[src/rtl/axis2fifo_sink_if.sv]
// rtl/axis2fifo_sink_if.sv - result stream and host FIFO write port bundle for axis2fifo_sink
interface axis2fifo_sink_if #(
    parameter int DATA_WIDTH = 32
);
    logic [DATA_WIDTH-1:0] m_axis_tdata;
    logic                  m_axis_tvalid;
    logic                  m_axis_tready;
    logic                  m_axis_tlast;
    logic [DATA_WIDTH-1:0] fifo_wdata;
    logic                  fifo_wen;
    logic                  fifo_full;

    // Producer/host side: drives the stream, observes the FIFO write port.
    modport master (
        output m_axis_tdata, m_axis_tvalid, m_axis_tlast, fifo_full,
        input  m_axis_tready, fifo_wdata, fifo_wen
    );

    // Sink side: consumes the stream, drives the FIFO write port.
    modport slave (
        input  m_axis_tdata, m_axis_tvalid, m_axis_tlast, fifo_full,
        output m_axis_tready, fifo_wdata, fifo_wen
    );
endinterface

[src/rtl/axis2fifo_sink.sv]
// rtl/axis2fifo_sink.sv - captures one AXI-Stream packet into a buffer, then drains it into a host FIFO
module axis2fifo_sink #(
    parameter  int DATA_WIDTH = 32,
    parameter  int DEPTH      = 4,
    localparam int CNT_W      = $clog2(DEPTH) + 1
) (
    input  logic             clk,
    input  logic             rst_n,
    input  logic             start,
    axis2fifo_sink_if.slave  bus,
    output logic             done,
    output logic [CNT_W-1:0] word_count,
    output logic             overflow
);
    localparam int PTR_W = $clog2(DEPTH);
    localparam logic [PTR_W-1:0] PTR_ONE   = PTR_W'(1);
    localparam logic [CNT_W-1:0] CNT_ONE   = CNT_W'(1);
    localparam logic [CNT_W-1:0] LAST_SLOT = CNT_W'(DEPTH - 1);

    typedef enum logic [2:0] {
        S_IDLE,
        S_RECV,
        S_FLUSH,
        S_DRAIN,
        S_DONE
    } state_t;

    state_t                state;
    logic [DATA_WIDTH-1:0] mem [DEPTH];
    logic [PTR_W-1:0]      wr_ptr;
    logic [PTR_W-1:0]      rd_ptr;
    logic                  beat;
    logic                  last_word;

    // Ready is decoded straight from state so the first beat after start is not delayed.
    assign bus.m_axis_tready = (state == S_RECV) || (state == S_FLUSH);
    assign beat              = bus.m_axis_tvalid && bus.m_axis_tready;

    // The FIFO sees the head word whenever draining; a full FIFO simply withholds the strobe.
    assign bus.fifo_wen   = (state == S_DRAIN) && !bus.fifo_full;
    assign bus.fifo_wdata = (state == S_DRAIN) ? mem[rd_ptr] : '0;

    // The word at rd_ptr is the final one of the stored packet.
    assign last_word = ({1'b0, rd_ptr} == (word_count - CNT_ONE));

    // Packet storage; contents are don't-care after reset, so no reset branch.
    always_ff @(posedge clk) begin
        if (state == S_RECV && beat) begin
            mem[wr_ptr] <= bus.m_axis_tdata;
        end
    end

    // Capture/flush/drain sequencing with registered status outputs.
    always_ff @(posedge clk or negedge rst_n) begin
        if (!rst_n) begin
            state      <= S_IDLE;
            wr_ptr     <= '0;
            rd_ptr     <= '0;
            done       <= 1'b0;
            word_count <= '0;
            overflow   <= 1'b0;
        end else begin
            case (state)
                S_IDLE: begin
                    done <= 1'b0;
                    if (start) begin
                        state      <= S_RECV;
                        wr_ptr     <= '0;
                        rd_ptr     <= '0;
                        word_count <= '0;
                        overflow   <= 1'b0;
                    end
                end
                S_RECV: begin
                    if (beat) begin
                        wr_ptr     <= wr_ptr + PTR_ONE;
                        word_count <= word_count + CNT_ONE;
                        // tlast wins over a full buffer: an exact fit is not an overflow.
                        if (bus.m_axis_tlast) begin
                            state <= S_DRAIN;
                        end else if (word_count == LAST_SLOT) begin
                            state <= S_FLUSH;
                        end
                    end
                end
                S_FLUSH: begin
                    if (beat) begin
                        overflow <= 1'b1;
                        if (bus.m_axis_tlast) begin
                            state <= S_DRAIN;
                        end
                    end
                end
                S_DRAIN: begin
                    if (!bus.fifo_full) begin
                        rd_ptr <= rd_ptr + PTR_ONE;
                        if (last_word) begin
                            state <= S_DONE;
                            done  <= 1'b1;
                        end
                    end
                end
                S_DONE: begin
                    done  <= 1'b0;
                    state <= S_IDLE;
                end
                default: begin
                    state <= S_IDLE;
                    done  <= 1'b0;
                end
            endcase
        end
    end
endmodule

[src/flat_wrapper.sv]
// flat-port wrapper written by rule: the top's interface ports become plain ports
module axis2fifo_sink_flat 
#(
    parameter  int DATA_WIDTH = 32,
    parameter  int DEPTH      = 4,
    localparam int CNT_W      = $clog2(DEPTH) + 1
)
  (clk, rst_n, start, done, word_count, overflow, bus_m_axis_tdata, bus_m_axis_tvalid, bus_m_axis_tlast, bus_fifo_full, bus_m_axis_tready, bus_fifo_wdata, bus_fifo_wen);
  axis2fifo_sink_if #(.DATA_WIDTH(DATA_WIDTH)) bus_i ();
  input  logic clk;
  input  logic rst_n;
  input  logic start;
  output logic done;
  output logic [CNT_W-1:0] word_count;
  output logic overflow;
  input wire logic [$bits(bus_i.m_axis_tdata)-1:0] bus_m_axis_tdata;
  input wire logic [$bits(bus_i.m_axis_tvalid)-1:0] bus_m_axis_tvalid;
  input wire logic [$bits(bus_i.m_axis_tlast)-1:0] bus_m_axis_tlast;
  input wire logic [$bits(bus_i.fifo_full)-1:0] bus_fifo_full;
  output wire logic [$bits(bus_i.m_axis_tready)-1:0] bus_m_axis_tready;
  output wire logic [$bits(bus_i.fifo_wdata)-1:0] bus_fifo_wdata;
  output wire logic [$bits(bus_i.fifo_wen)-1:0] bus_fifo_wen;
  assign bus_i.m_axis_tdata = bus_m_axis_tdata;
  assign bus_i.m_axis_tvalid = bus_m_axis_tvalid;
  assign bus_i.m_axis_tlast = bus_m_axis_tlast;
  assign bus_i.fifo_full = bus_fifo_full;
  assign bus_m_axis_tready = bus_i.m_axis_tready;
  assign bus_fifo_wdata = bus_i.fifo_wdata;
  assign bus_fifo_wen = bus_i.fifo_wen;
  axis2fifo_sink #(.DATA_WIDTH(DATA_WIDTH), .DEPTH(DEPTH)) u_core (.clk(clk), .rst_n(rst_n), .start(start), .bus(bus_i), .done(done), .word_count(word_count), .overflow(overflow));
endmodule
[config.mk]
export PLATFORM = sky130hd
export DESIGN_NAME = axis2fifo_sink_flat
export DESIGN_NICKNAME = d
export VERILOG_FILES = /design/src/rtl/axis2fifo_sink_if.sv /design/src/rtl/axis2fifo_sink.sv /design/src/flat_wrapper.sv
export SDC_FILE = /design/constraint.sdc
export NUM_CORES = 1
export LEC_CHECK = 0
export BUFFER_PORTS_ARGS = -buffer_cell sky130_fd_sc_hd__buf_2
export CORE_ASPECT_RATIO = 1.5
export CORE_MARGIN = 4
export CORE_UTILIZATION = 57
export DETAILED_ROUTE_END_ITERATION = 6
export HOLD_SLACK_MARGIN = 0.12
export PLACE_DENSITY = 0.82
export SYNTH_ARGS = -nofsm -noshare
export SYNTH_HDL_FRONTEND = slang
export SYNTH_SLANG_ARGS = --single-unit
[constraint.sdc]
create_clock -name clk -period 2.7 [get_ports clk]
set_input_delay 0 -clock clk [delete_from_list [all_inputs] [get_ports clk]]
set_output_delay 0 -clock clk [all_outputs]
set_load 0.01 [all_outputs]
==> qor.txt, run 1 <==
================================================================================
Post-synthesis instance area ...................................... 0.005709 mm2
Class of the worst hold path ......................................    in -> reg
Synthesized Nets ..................................................          333
Most area-consuming cells after synthesis ......................... sky130_fd_sc_hd__edfxtp_1 67%, sky130_fd_sc_hd__mux4_2 7.5%, sky130_fd_sc_hd__mux4_1 6.0%
Sum of negative setup slack .......................................         0 ns
Headroom to the max-slew limit ....................................       0.6127
Top cells by instance count after synthesis ....................... 128 x sky130_fd_sc_hd__edfxtp_1, 29 x sky130_fd_sc_hd__nor2b_1, 19 x sky130_fd_sc_hd__mux4_2
Last weighted congestion value of the routability-driven placer ...       0.7541
Static leakage ....................................................     2.734 nW
Number of violations of the max-capacitance limit .................            0
Highest Clock Rate ................................................    414.8 MHz
Pin count of the biggest net entering global routing ..............           35
Fin nets ..........................................................          464
Inserted Clock Buffers ............................................           17
Detailed-route wire length ........................................     11.27 mm
Run status ........................................................ finished clean
Setup repair after global routing missed its margin ...............        false
Final hold violations .............................................            0
Later-pin clock latency in the skew report ........................      0.41 ns
Floorplan row count ...............................................           44
Worst supply voltage drop on vdd ..................................    0.6810 mV
Netlist cell types ................................................           38
Number of global-route vias before repair .........................         3181
Detailed-route wire length per cell ...............................     20.60 um
Final period demand of the worst path .............................     2.411 ns
Floorplan Core Area ............................................... 0.009744 mm2
Half-perimeter wire length of the detailed placement result .......     6.537 mm
Total of endpoints with negative setup slack in the final report ..            0
Synth Instances ...................................................          288
Number of inserted diodes .........................................            0
Worst path cell trace ............................................. buf_12 > xor2_1 > nand3_1 > nor3b_2 > o32ai_1 > dlygate4sd3_1
Root buffer selected by CTS ....................................... sky130_fd_sc_hd__clkbuf_16
Biggest fanout along the worst timing path ........................           26
Cell type of the slowest stage on the worst timing path ........... sky130_fd_sc_hd__dfrtp_2
Number of antenna violations at the first check in global routing .            0
Number of vias after detailed routing .............................         3011
Crit path arrival time ............................................      2.71 ns
Stage delay of the slowest cell on the critical path ..............      0.61 ns
Ports .............................................................           77
Top-count cell post-synth ......................................... sky130_fd_sc_hd__edfxtp_1
Clock Sink Count ..................................................          140
Leading area contributor after synthesis .......................... sky130_fd_sc_hd__edfxtp_1
Share of the cycle needed by the critical path after routing ......       0.8930
Number of antenna-violating nets in the routed design .............            0
Seq/Total Area, Yosys .............................................       0.7258
Cell type group with the largest total delay on the critical path . buffers and inverters
Number of max-slew violations in the final report .................            0
Filler Cell Count .................................................          534
Power density cells ...............................................  1026 mW/mm2
DRT iter0 DRCs ....................................................          197
Top flip-flop cell by instance count after synthesis .............. sky130_fd_sc_hd__edfxtp_1
Buffers on Ports ..................................................           76
Critical path endpoint category ...................................         flop
First-pass DRT Iterations .........................................            4
Count of non-filler cells in the finished layout ..................          547
Total of flip-flops plus latches after synthesis ..................          140
Worst Clk Skew ....................................................  0.009623 ns
Number of instances resized during post-cts repair ................            0
Initial Utilization ...............................................       0.5859
Cell count after placement ........................................          475
Startpoint kind of the worst setup timing path ....................         flop
Post-synth EDFFs ..................................................          128
First-pass GRT wire length ........................................     17.69 mm
Average vias per placed instance ..................................        5.505
Floorplan die height ..............................................     130.6 um
Yosys synthesis warning count .....................................            0
Die Width .........................................................     89.72 um
Buf+Inv Stages, Crit Path .........................................            2
Worst endpoint required time ......................................      3.00 ns
Share of post-route cells with drive strength above 1 .............       0.3519
CTS tree ..........................................................        built
Number of buffers on the longest clock path .......................            2
Worst-Margin Slew .................................................    0.5790 ns
P&R area growth vs syn ............................................       28.75%
Critical path class ...............................................   reg -> reg
Total die area ....................................................  0.01171 mm2
Total overflow reported by the global router ......................            0
Async set or reset register ratio after synthesis .................      0.08571
Top cell type's share of synthesized area .........................       0.6732
Number of levels the H-tree was split into ........................            4
Avg Inst Size Synth ...............................................    19.82 um2
Clock-pin transition on the worst setup and hold timing paths .....      0.06 ns
DRC violation count after routing .................................            0
Total Routing Usage GR ............................................       0.2042
================================================================================
==> registers in the layout, summed over array words and instances, names as in the netlist <==
register           count
u_core.rd_ptr          2
u_core.state           3
u_core.overflow        1
u_core.wr_ptr          2
u_core.mem           128
u_core.done            1
u_core.word_count      3
==> final cells by class <==
cell class	count	area (um2)	area share
Clock buffer	18	429.2	0.05838
Clock inverter	14	247.7	0.03370
Inverter	5	18.77	0.002553
Multi-Input combinational cell	129	1448	0.1969
Sequential cell	140	4145	0.5639
Tap cell	115	143.9	0.01957
Timing Repair Buffer	126	918.4	0.1249
==> cell families (layout without fill, tap and decap cells) <==
family | Yosys count | count (layout) | share of synthesized area
xor+xnor | 3 | 3 | 0.004603
buf+inv | 19 | 163 | 0.02148
simple gates | 68 | 68 | 0.07364
mux | 34 | 34 | 0.1392
fa+ha+maj | 7 | 7 | 0.01534
compound gates | 17 | 17 | 0.01994
flops | 140 | 140 | 0.7258
==> stage by stage <==
stage / area (um2) / utilization / hold slack, ns / total power [mW] / worst slack, ns
2_1_floorplan: 5709 / - / -0.2956 / 4.241 / 0.4973
3_3_place_gp: 6274 / 0.6438 / -0.1040 / 4.809 / 0.7188
3_5_place_dp: 6274 / 0.6438 / -0.09932 / 4.871 / 0.6550
4_1_cts: 7351 / 0.7544 / 0.3185 / 7.613 / 0.2429
5_1_grt: 7351 / 0.7544 / 0.3431 / 7.874 / 0.1250
6_report: 7351 / 0.7544 / 0.3321 / 7.543 / 0.2890
==> worst register-to-register path: cells and delay by family (launching register included) <==
family | cells | cell delay (ns)
and+or+nand+nor | 2 | 0.46
buffers and inverters | 2 | 0.85
AOI/OAI and AO/OA | 1 | 0.12
xor gates and xnor gates | 1 | 0.26
DFF | 1 | 0.61
==> final timing paths <==
| kind | from | end | slack (ns) | cells past startpoint |
|---|---|---|---|---|
| max | u_core.rd_ptr[0] | u_core.state[1] | 0.29 | 6 |
| min | bus_m_axis_tdata[31] | u_core.mem[1][31] | 0.33 | 2 |
| max reg2reg | u_core.rd_ptr[0] | u_core.state[1] | 0.29 | 6 |
| min reg2reg | u_core.word_count[2] | u_core.word_count[2] | 0.57 | 2 |
| max in group asynchronous | rst_n | u_core.rd_ptr[0] | 1.65 | 3 |
| min in group asynchronous | rst_n | u_core.rd_ptr[1] | 0.64 | 3 |
==> power by group <==
group | switching, mW | leakage [nW] | internal, mW
logic | 1.06 | 1.11 | 1.08
clock network | 0.838 | 0.326 | 1.81
registers | 0.191 | 1.30 | 2.56
total | 2.09 | 2.73 | 5.45
==> metal layers <==
| metal | GRT usage | part of all wire | vias up |
|---|---|---|---|
| li1 | - | - | 1404 |
| met1 | 0.2323 | 0.38 | 1508 |
| met2 | 0.3777 | 0.56 | 83 |
| met3 | 0.05498 | 0.044 | 16 |
| met4 | 0.06769 | 0.016 | 0 |
| met5 | 0 | 0 | - |
==> cells in the final DEF (no fill, tap or decap), types with 2 or more instances in the layout <==
cell type	netlist	routed
sky130_fd_sc_hd__a21oi_1	5	5
sky130_fd_sc_hd__xor2_1	2	2
sky130_fd_sc_hd__nor3_2	2	2
sky130_fd_sc_hd__mux4_2	19	19
sky130_fd_sc_hd__clkinv_1	0	3
sky130_fd_sc_hd__edfxtp_1	128	128
sky130_fd_sc_hd__buf_2	5	76
sky130_fd_sc_hd__dlygate4sd3_1	0	40
sky130_fd_sc_hd__nor3_1	2	2
sky130_fd_sc_hd__clkinv_2	0	2
sky130_fd_sc_hd__nor2_1	5	5
sky130_fd_sc_hd__and2_2	0	4
sky130_fd_sc_hd__nand2b_1	2	2
sky130_fd_sc_hd__nand2_1	11	11
sky130_fd_sc_hd__nand3_1	3	3
sky130_fd_sc_hd__buf_4	0	5
sky130_fd_sc_hd__o21ai_0	3	3
sky130_fd_sc_hd__buf_12	0	5
sky130_fd_sc_hd__and2b_2	3	3
sky130_fd_sc_hd__a22o_1	2	2
sky130_fd_sc_hd__inv_1	5	5
sky130_fd_sc_hd__dfrtp_1	12	11
sky130_fd_sc_hd__clkbuf_16	0	17
sky130_fd_sc_hd__nor2b_1	29	29
sky130_fd_sc_hd__mux4_1	13	13
sky130_fd_sc_hd__ha_1	7	7
sky130_fd_sc_hd__bufinv_16	0	7
sky130_fd_sc_hd__o21ai_1	2	2
==> timing repair <==
item	CTS	global route
hold buffers	40	0
buffers inserted	0	0
hold endpoints to repair	150	0
Power figures use the tool's default switching activity.
==> inputs of run 2 (changes only) <==
Settings changed: BUFFER_PORTS_ARGS -buffer_cell sky130_fd_sc_hd__buf_2 to -buffer_cell sky130_fd_sc_hd__clkbuf_2.
==> run 2 against run 1 <==
Compared with the run above: critical path depth increased by 1; sequential share of layout area increased by 0.73 points; via count increased by 2.3%; clock-buffer cell count increased by 2; setup slack improved by 0.058 ns; first-iteration DRC count decreased by 11%; cell area decreased by 1.3%; worst hold slack improved by 0.022 ns; largest power group unchanged; highest routed layer unchanged.
==> qor.txt, run 2 (synthesized netlist as in run 1, its figures left out) <==
================================================================================
Run status ........................................................ finished clean   unchanged
Sum of negative setup slack .......................................         0 ns   unchanged
Final hold violations .............................................            0   unchanged
Later-pin clock latency in the skew report ........................      0.41 ns   about the same
First-pass GRT wire length ........................................     17.36 mm   was 17.69 mm
Half-perimeter wire length of the detailed placement result .......     6.504 mm   was 6.537 mm
Number of flip-flops under the largest register name ..............          128   unchanged
Worst supply voltage drop on vdd ..................................    0.6843 mV   was 0.6810 mV
Total of endpoints with negative setup slack in the final report ..            0   unchanged
Detailed-route wire length ........................................     10.99 mm   was 11.27 mm
Critical path class ...............................................   reg -> reg   unchanged
Number of buffers inserted by post-CTS setup repair ...............            0   unchanged
Count of non-filler cells in the finished layout ..................          546   was 547
Biggest fanout along the worst timing path ........................            6   was 26
Register containing the most flip-flops in the final layout .......   u_core.mem   unchanged
Floorplan die height ..............................................     130.6 um   unchanged
Commonest non-fill, non-tap cell in the layout .................... sky130_fd_sc_hd__edfxtp_1   unchanged
Worst endpoint required time ......................................      2.98 ns   was 3.00 ns
Last weighted congestion value of the routability-driven placer ...       0.7904   was 0.7541
Standard cell area after detailed placement ....................... 0.006274 mm2   unchanged
Highest Clock Rate ................................................    425.0 MHz   was 414.8 MHz
End-of-flow core utilization ......................................       0.7447   was 0.7544
Number of global-route vias before repair .........................         3224   was 3181
P&R area growth vs syn ............................................       27.11%   was 28.75%
Cell type group with the largest total delay on the critical path . buffers and inverters   unchanged
Number of buffers on the longest clock path .......................            2   unchanged
Number of violations of the max-capacitance limit .................            0   unchanged
Class of the worst hold path ......................................    in -> reg   unchanged
Worst-Margin Slew .................................................    0.5851 ns   was 0.5790 ns
Share of post-route cells with drive strength above 1 .............       0.3503   was 0.3519
Detailed-route wire length per cell ...............................     20.12 um   was 20.60 um
Total die area ....................................................  0.01171 mm2   unchanged
Pin count of the biggest net entering global routing ..............           35   unchanged
Stage delay of the slowest cell on the critical path ..............      0.57 ns   was 0.61 ns
Number of inserted diodes .........................................            0   unchanged
Share of the cycle needed by the critical path after routing ......       0.8714   was 0.8930
Number of levels the H-tree was split into ........................            4   unchanged
Worst path setup slack after routing ..............................    0.3472 ns   was 0.2890 ns
DRC violation count after routing .................................            0   unchanged
Clock-pin transition on the worst setup and hold timing paths .....      0.06 ns   about the same
Floorplan row count ...............................................           44   unchanged
Power density cells ............................................... 986.7 mW/mm2   was 1026 mW/mm2
First-pass DRT Iterations .........................................            5   was 4
Buf+Inv Stages, Crit Path .........................................            2   unchanged
Critical path endpoint category ...................................         flop   unchanged
Inserted Clock Buffers ............................................           17   unchanged
Finished Cell Area ................................................ 0.007257 mm2   was 0.007351 mm2
Cell count after placement ........................................          475   unchanged
Top Registers ..................................................... u_core.mem: 128 flops, u_core.state: 3 flops, u_core.word_count: 3 flops   unchanged
Buffers on Ports ..................................................           76   unchanged
Crit path arrival time ............................................      2.64 ns   was 2.71 ns
Worst Clk Skew ....................................................   0.01063 ns   was 0.009623 ns
Reg2reg setup slack ...............................................      0.35 ns   was 0.29 ns
Average vias per placed instance ..................................        5.641   was 5.505
Count of cells along the worst register-to-register path ..........            7   was 6
Filler Cell Count .................................................          536   was 534
Cell type of the slowest stage on the worst timing path ........... sky130_fd_sc_hd__dlygate4sd3_1   was sky130_fd_sc_hd__dfrtp_2
Hold Crit Start ................................................... bus_m_axis_tdata[28]   was bus_m_axis_tdata[31]
Final period demand of the worst path .............................     2.353 ns   was 2.411 ns
Worst hold path depth .............................................            2   unchanged
Clock Sink Count ..................................................          140   unchanged
Dpl ws ............................................................    0.6840 ns   was 0.6550 ns
Fin nets ..........................................................          464   unchanged
Number of antenna-violating nets in the routed design .............            0   unchanged
Ports .............................................................           77   unchanged
Static leakage ....................................................     2.668 nW   was 2.734 nW
Number of max-slew violations in the final report .................            0   unchanged
Initial Utilization ...............................................       0.5859   unchanged
Start of the worst register-to-register path ...................... u_core.word_count[0]   was u_core.rd_ptr[0]
Number of instances resized during post-cts repair ................            0   unchanged
Startpoint kind of the worst setup timing path ....................         flop   unchanged
DRT iter0 DRCs ....................................................          175   was 197
Number of vias after detailed routing .............................         3080   was 3011
Root buffer selected by CTS ....................................... sky130_fd_sc_hd__clkbuf_16   unchanged
CTS tree ..........................................................        built   unchanged
Headroom to the max-slew limit ....................................       0.6087   was 0.6127
Total Routing Usage GR ............................................       0.1998   was 0.2042
Die Width .........................................................     89.72 um   unchanged
Commonest cells after routing, fill and taps aside ................ 128 x sky130_fd_sc_hd__edfxtp_1, 76 x sky130_fd_sc_hd__clkbuf_2, 40 x sky130_fd_sc_hd__dlygate4sd3_1   was 128 x sky130_fd_sc_hd__edfxtp_1, 76 x sky130_fd_sc_hd__buf_2, 40 x sky130_fd_sc_hd__dlygate4sd3_1
Number of antenna violations at the first check in global routing .            0   unchanged
R2r endpoint ...................................................... u_core.state[1]   unchanged
Worst path cell trace ............................................. inv_1 > ha_1 > xor2_1 > nand3_1 > nor3b_2 > o32ai_1 > dlygate4sd3_1   was buf_12 > xor2_1 > nand3_1 > nor3b_2 > o32ai_1 > dlygate4sd3_1
Floorplan Core Area ............................................... 0.009744 mm2   unchanged
Worst hold path endpoint .......................................... u_core.mem[1][28]   was u_core.mem[1][31]
Setup repair after global routing missed its margin ...............        false   unchanged
Total overflow reported by the global router ......................            0   unchanged
================================================================================
==> run 2: area by class of cell <==
cell class	count	area, um2	share of cell area
timing repair buffer	126	918.4	0.1266
tap	115	143.9	0.01983
sequential	140	4145	0.5712
multi-input combinational	129	1448	0.1995
inverter	5	18.77	0.002586
clock buffer	20	436.7	0.06017
clock inverter	11	146.4	0.02017
==> run 2: worst reg2reg max path: stages (launching register included) <==
cell and delay, ns:
sky130_fd_sc_hd__dfrtp_1 0.47, sky130_fd_sc_hd__inv_1 0.08, sky130_fd_sc_hd__ha_1 0.33, sky130_fd_sc_hd__xor2_1 0.26, sky130_fd_sc_hd__nand3_1 0.15, sky130_fd_sc_hd__nor3b_2 0.24
sky130_fd_sc_hd__o32ai_1 0.14, sky130_fd_sc_hd__dlygate4sd3_1 0.57
==> run 2: power by group <==
part / total (mW) / internal [mW] / leakage (nW) / switching, mW
registers: 2.76 / 2.56 / 1.30 / 0.200
clock network: 2.27 / 1.44 / 0.270 / 0.826
logic: 2.13 / 1.08 / 1.10 / 1.06
total: 7.16 / 5.08 / 2.67 / 2.08
==> run 2: how the worst max path moves through the flow <==
stage | end | from | cells past startpoint
5_1_grt | u_core.state[1] | u_core.word_count[0] | 7
3_3_place_gp | u_core.mem[3][18] | u_core.state[0] | 5
4_1_cts | u_core.state[1] | u_core.word_count[0] | 7
6_report | u_core.state[1] | u_core.word_count[0] | 7
2_1_floorplan | u_core.mem[0][0] | u_core.state[0] | 4
3_5_place_dp | u_core.mem[2][30] | u_core.state[0] | 5
==> run 2: layer usage <==
metal  part of all wire  vias up  global-route usage
li1                   -     1401                   -
met5                  0        -                   0
met1               0.36     1546              0.2256
met3              0.057       14             0.05326
met2               0.56      119              0.3648
met4              0.015        0             0.08123
==> run 2: timing repair <==
| action | in CTS | in global routing |
|---|---|---|
| hold buffers | 40 | 0 |
| endpoints found under the hold margin | 150 | 0 |
| setup endpoints to repair | 0 | 0 |
==> run 2: metrics by stage <==
stage	power (mW)	hold slack, ns
finish	7.160	0.3537
global route	7.506	0.3632
CTS	7.236	0.3295
detailed placement	4.877	-0.09155
global placement	4.812	-0.09994
floorplan	4.241	-0.2956
